$ cat src/rtl/aes_pkg.sv
// Package: aes_pkg
// Shared AES datapath types: byte, 4-byte row, 2-bit row index, and the
// row-FIFO entry used by the decrypt-side InvShiftRows stage.
`timescale 1ns/1ps
package aes_pkg;

    localparam int AES_NB = 4;

    typedef logic [7:0]              aes_byte_t;
    typedef aes_byte_t [AES_NB-1:0]  aes_row_t;
    typedef logic [1:0]              aes_rowidx_t;

    // One buffered row: rotated bytes tagged with the row index they were rotated as.
    typedef struct packed {
        aes_rowidx_t row;
        aes_row_t    data;
    } aes_fifo_entry_t;

endpackage

$ cat src/rtl/mod_dec_invshift_rot.sv
// Module: mod_dec_invshift_rot
// Combinational inverse row rotate: row_out[i] = row_in[(i - r) mod 4],
// i.e. row r is rotated right by r byte positions.
// Ports:
//   row_in   in   aes_row_t     input row, row_in[0] is the column-0 byte
//   r        in   aes_rowidx_t  row index (rotate amount)
//   row_out  out  aes_row_t     rotated row
`timescale 1ns/1ps
module mod_dec_invshift_rot
    import aes_pkg::*;
(
    input  aes_row_t    row_in,
    input  aes_rowidx_t r,
    output aes_row_t    row_out
);

    always_comb begin
        row_out = '0;
        for (int i = 0; i < AES_NB; i++) begin
            // 2-bit subtraction wraps, giving the mod-4 source index for free.
            row_out[i] = row_in[aes_rowidx_t'(i) - r];
        end
    end

endmodule

$ cat src/rtl/mod_dec_invshifter.sv
// Module: mod_dec_invshifter
// InvShiftRows stage of the AES-256 decrypt datapath. Takes the state one row
// per beat (row 0 first), rotates row r right by r bytes and queues the result
// with its row index in a small circular FIFO.
// Ports:
//   clk        in   1      rising-edge clock
//   resetn     in   1      asynchronous reset, ACTIVE HIGH (1 = reset)
//   clr        in   1      synchronous flush and row realign
//   in_valid   in   1      inp holds a row
//   in_ready   out  1      a row can be accepted this cycle (registered)
//   inp        in   N x 8  row bytes, inp[0] = column 0
//   out_valid  out  1      outp/out_row valid
//   out_ready  in   1      consumer takes outp this cycle
//   outp       out  N x 8  inverse-shifted row at the FIFO head
//   out_row    out  2      row index of outp
//   done       out  1      1-cycle pulse after row 3 of a block is popped
`timescale 1ns/1ps
module mod_dec_invshifter
    import aes_pkg::*;
#(
    parameter int unsigned N     = 4,
    parameter int unsigned DEPTH = 2
) (
    input  logic              clk,
    input  logic              resetn,
    input  logic              clr,
    input  logic              in_valid,
    output logic              in_ready,
    input  logic [N-1:0][7:0] inp,
    output logic              out_valid,
    input  logic              out_ready,
    output logic [N-1:0][7:0] outp,
    output logic [1:0]        out_row,
    output logic              done
);

    if (N != 4) begin : g_bad_n
        $error("mod_dec_invshifter: N must be 4");
    end
    if (DEPTH < 1 || DEPTH > 4) begin : g_bad_depth
        $error("mod_dec_invshifter: DEPTH must be in 1..4");
    end

    localparam int unsigned PtrW = (DEPTH > 1) ? $clog2(DEPTH) : 1;
    localparam int unsigned CntW = $clog2(DEPTH + 1);

    typedef logic [PtrW-1:0] ptr_t;
    typedef logic [CntW-1:0] cnt_t;

    function automatic ptr_t ptr_inc(input ptr_t p);
        return (p == ptr_t'(DEPTH - 1)) ? '0 : p + ptr_t'(1);
    endfunction

    aes_fifo_entry_t mem_q [DEPTH];
    ptr_t            wr_ptr_q, rd_ptr_q;
    cnt_t            count_q, count_d;
    aes_rowidx_t     row_q;
    logic            in_ready_q, in_ready_d;
    logic            done_q;
    logic            push, pop;
    aes_row_t        rot_row;
    aes_fifo_entry_t head;

    mod_dec_invshift_rot u_rot (
        .row_in  (aes_row_t'(inp)),
        .r       (row_q),
        .row_out (rot_row)
    );

    assign head      = mem_q[rd_ptr_q];
    assign out_valid = (count_q != '0);
    assign push      = in_valid & in_ready_q;
    assign pop       = out_valid & out_ready;

    always_comb begin
        count_d = count_q;
        unique case ({push, pop})
            2'b10:   count_d = count_q + cnt_t'(1);
            2'b01:   count_d = count_q - cnt_t'(1);
            default: count_d = count_q;
        endcase
        if (clr) begin
            count_d = '0;
        end
        // Readiness follows the post-edge occupancy, so space freed by a pop
        // when full only becomes visible in the following cycle.
        in_ready_d = (count_d != cnt_t'(DEPTH));
    end

    always_ff @(posedge clk or posedge resetn) begin
        if (resetn) begin
            for (int i = 0; i < int'(DEPTH); i++) begin
                mem_q[i] <= '0;
            end
            wr_ptr_q   <= '0;
            rd_ptr_q   <= '0;
            count_q    <= '0;
            row_q      <= '0;
            in_ready_q <= 1'b0;
            done_q     <= 1'b0;
        end else begin
            count_q    <= count_d;
            in_ready_q <= in_ready_d;
            done_q     <= pop & ~clr & (head.row == 2'd3);
            if (clr) begin
                wr_ptr_q <= '0;
                rd_ptr_q <= '0;
                row_q    <= '0;
            end else begin
                if (push) begin
                    mem_q[wr_ptr_q] <= '{row: row_q, data: rot_row};
                    wr_ptr_q        <= ptr_inc(wr_ptr_q);
                    row_q           <= row_q + 2'd1;
                end
                if (pop) begin
                    rd_ptr_q <= ptr_inc(rd_ptr_q);
                end
            end
        end
    end

    assign in_ready = in_ready_q;
    assign outp     = head.data;
    assign out_row  = head.row;
    assign done     = done_q;

endmodule

$ cat config.mk
export PLATFORM = sky130hd
export DESIGN_NAME = mod_dec_invshifter
export DESIGN_NICKNAME = d
export VERILOG_FILES = /design/src/rtl/aes_pkg.sv /design/src/rtl/mod_dec_invshift_rot.sv /design/src/rtl/mod_dec_invshifter.sv
export SDC_FILE = /design/constraint.sdc
export NUM_CORES = 1
export LEC_CHECK = 0
export ABC_AREA = 1
export BUFFER_PORTS_ARGS = -buffer_cell sky130_fd_sc_hd__clkbuf_2
export CORE_MARGIN = 5
export CORE_UTILIZATION = 35
export CTS_BUF_LIST = sky130_fd_sc_hd__clkbuf_8
export DETAILED_ROUTE_END_ITERATION = 16
export PLACE_DENSITY = 0.59
export SLEW_MARGIN = 20
export SYNTH_ARGS = -nofsm -noshare
export SYNTH_HDL_FRONTEND = slang
export SYNTH_SLANG_ARGS = --single-unit
$ cat constraint.sdc
create_clock -name clk -period 2.6 [get_ports clk]
set_input_delay 0.13 -clock clk [delete_from_list [all_inputs] [get_ports clk]]
set_output_delay 0.13 -clock clk [all_outputs]
set_load 0.05 [all_outputs]
==> run metrics <==
# IOs 74; Critical Path Source Type flop; setup TNS 0 ns; post-synthesis cell area 0.004424 mm^2; syn_area_per_cell 7.056 um^2; Worst Tran Pin Value 0.7256 ns; Pleak 2.872 nW; Via density 4.818; die width 122.4 um; Synthesized Nets 665; CP delay by family, top buffers and inverters; PD cells 1229 mW/mm^2; Worst slew margin 51.55%; Yosys reg bits 76; Buf+Inv Stages, Crit Path 4; Top FF cell, synth dfrtp_1; FMAX 501.5 MHz; Synth Instances 627; Num CTS Buffers 9; Syn-to-layout area delta 13.40%; most frequent cells in the layout nand2_1, nand3_1, dfrtp_1; asr flop ratio synth 100.0%; vias in the first global route 4,277; max-cap violations 0; Critical Path End Type primary output; worst path cell trace clkinv_1 > buf_4 > nand2_1 > and2_1 > inv_1 > clkbuf_2; period utilization 76.69%; Skew-Pair Late Insertion Delay 0.37 ns; Post-DRT Antenna Nets 0; total number of vias 4,168; H-tree Lvls 3; Initial Util 35.35%; slowest CP cell dfrtp_1; Layout Skew 0.006962 ns; routed len/inst 14.74 um; Site Rows 41; Stages on worst setup path 6; clock-pin slew on the worst setup and hold paths 0.08 ns; initial antenna violation count 0; status completed; Post-CTS Setup Repair Bufs 0; worst min path class input pin to flop; # port buffers 73; area of the die 0.01499 mm^2; first-pass GRT wire length 21.42 mm; largest net degree at the start of global routing 46; slowest stage delay, CP 0.44 ns; Critical Path Start rd_ptr_q; RSZ-0062 raised after global routing false; worst-path fanout max 21; Cell Area, Placed 0.004828 mm^2; grt total ovfl 0; Max VDD drop 0.0004914 V; Die Y-Extent 122.4 um; CTS root buffer clkbuf_8; R2R Setup Slk 0.99 ns; drt first-iter violations 333; Crit Reg-Reg Endpoint mem_q[40]; Seq/Total Area, Yosys 42.99%; Setup CP Type flop to primary output; gp weighted congestion 0.7808; layout cells sized above 1 17.03%; Cell variety after synth 28; R2R Path Start row_q[0]; final net count 727; Core Box Area 0.01252 mm^2; clock sinks 76; EDFF count, synth 0; Setup-failing EPs final 0; commonest non-fill, non-tap cell in the layout nand2_1; CTS tree done; Design Area, Final 0.005017 mm^2; FF-to-FF path depth 7; Arr. time, crit path 1.86 ns; detailed placement HPWL 8.830 mm; Tot GR Track Use 18.47%; crit path time final 1.994 ns; DR pass1 iterations 5; Post-Route Hold Slack 0.1163 ns; final hold vios 0; Required @ worst endpoint 2.47 ns; Total Wirelength 12.75 mm; DR DRC count 0; deepest clock path buffer count 2; max-slew violations 0; YS warnings 0; CP Capture Point out_row[1]; ANT cells 0
synth_stat cells, types with 2 or more instances:
cell      instances  area share (%)
and2_1            2            0.28
buf_2            12             1.4
buf_4             5            0.85
buf_6            11             2.8
clkbuf_1          4            0.34
dfrtp_1          76              43
inv_1            50             4.2
inv_2             3            0.25
nand2_1         316              27
nand2_4          10             2.5
nand3_1          96              11
nand3_2           2            0.45
nand4_1           2            0.28
nor2_1            4            0.34
nor2_4            2            0.51
o21ai_0          19             2.1
o21ai_1           2            0.23
flip-flops by register name (all words and copies together) (netlist names):
| signal | cells |
|---|---|
| mem_q | 68 |
| done | 1 |
| rd_ptr_q | 1 |
| row_q | 2 |
| count_q | 2 |
| in_ready | 1 |
| wr_ptr_q | 1 |
layout make-up:
cell class	count	area (um^2)
fillers	1397	7500
multi-input cells	462	2043
flip-flops and latches	76	1902
repair buffers	84	465.4
inverters	56	222.7
well taps	172	215.2
clock buffers	11	151.4
clock inverters	4	17.52
worst min-delay path: stages:
cell and delay [ns]:
clkbuf_2 0.11, nand3_4 0.12, o22ai_1 0.08
routing by layer:
metal | part of all wire, % | global-route usage [%]
met5 | 0 | 0
met1 | 45 | 24.00
met4 | 2.0 | 5.668
met2 | 47 | 29.61
met3 | 5.8 | 5.622
power breakdown:
| part | switching, mW | internal, mW | leakage (nW) |
|---|---|---|---|
| sequential | 0.299 | 1.73 | 0.948 |
| clock | 0.438 | 0.384 | 0.0976 |
| combinational | 2.51 | 0.809 | 1.83 |
through the flow:
stage          cells  setup slack (ns)  total power [mW]  util (%)
4_1_cts          865            0.5722             6.239     40.08
3_3_place_gp     848             1.023             5.354     38.57
5_1_grt          865            0.3916             6.645     40.08
3_5_place_dp     848            0.9927             5.396     38.57
2_1_floorplan    627            0.5317             4.655         -
6_report         865            0.6061             6.166     40.08
what timing repair did:
action | 4_1_cts | 5_1_grt
endpoints found under the hold margin | 32 | 0
resized for setup | 0 | 0
hold buffers | 2 | 0
cell families after synthesis:
| family | Yosys count | share of synthesized area (%) |
|---|---|---|
| AOI/OAI and AO/OA | 22 | 2.517 |
| DFF | 76 | 42.99 |
| buffers and inverters | 89 | 10.83 |
| adders and majority gates | 1 | 0.2828 |
| and+or+nand+nor | 438 | 43.18 |
| xor gates and xnor gates | 1 | 0.1980 |
worst min path at each step:
stage | startpoint | endpoint | slack [ns] | depth (start not counted)
after detailed placement | resetn | count_q[1] | 0.28 | 2
final | in_valid | row_q[1] | 0.12 | 3
after global routing | in_valid | row_q[1] | 0.12 | 3
after floorplan | clr | count_q[0] | 0.20 | 1
after global placement | resetn | count_q[1] | 0.29 | 2
after CTS | in_valid | row_q[0] | 0.1 | 3
(Power assumes the default switching activity.)
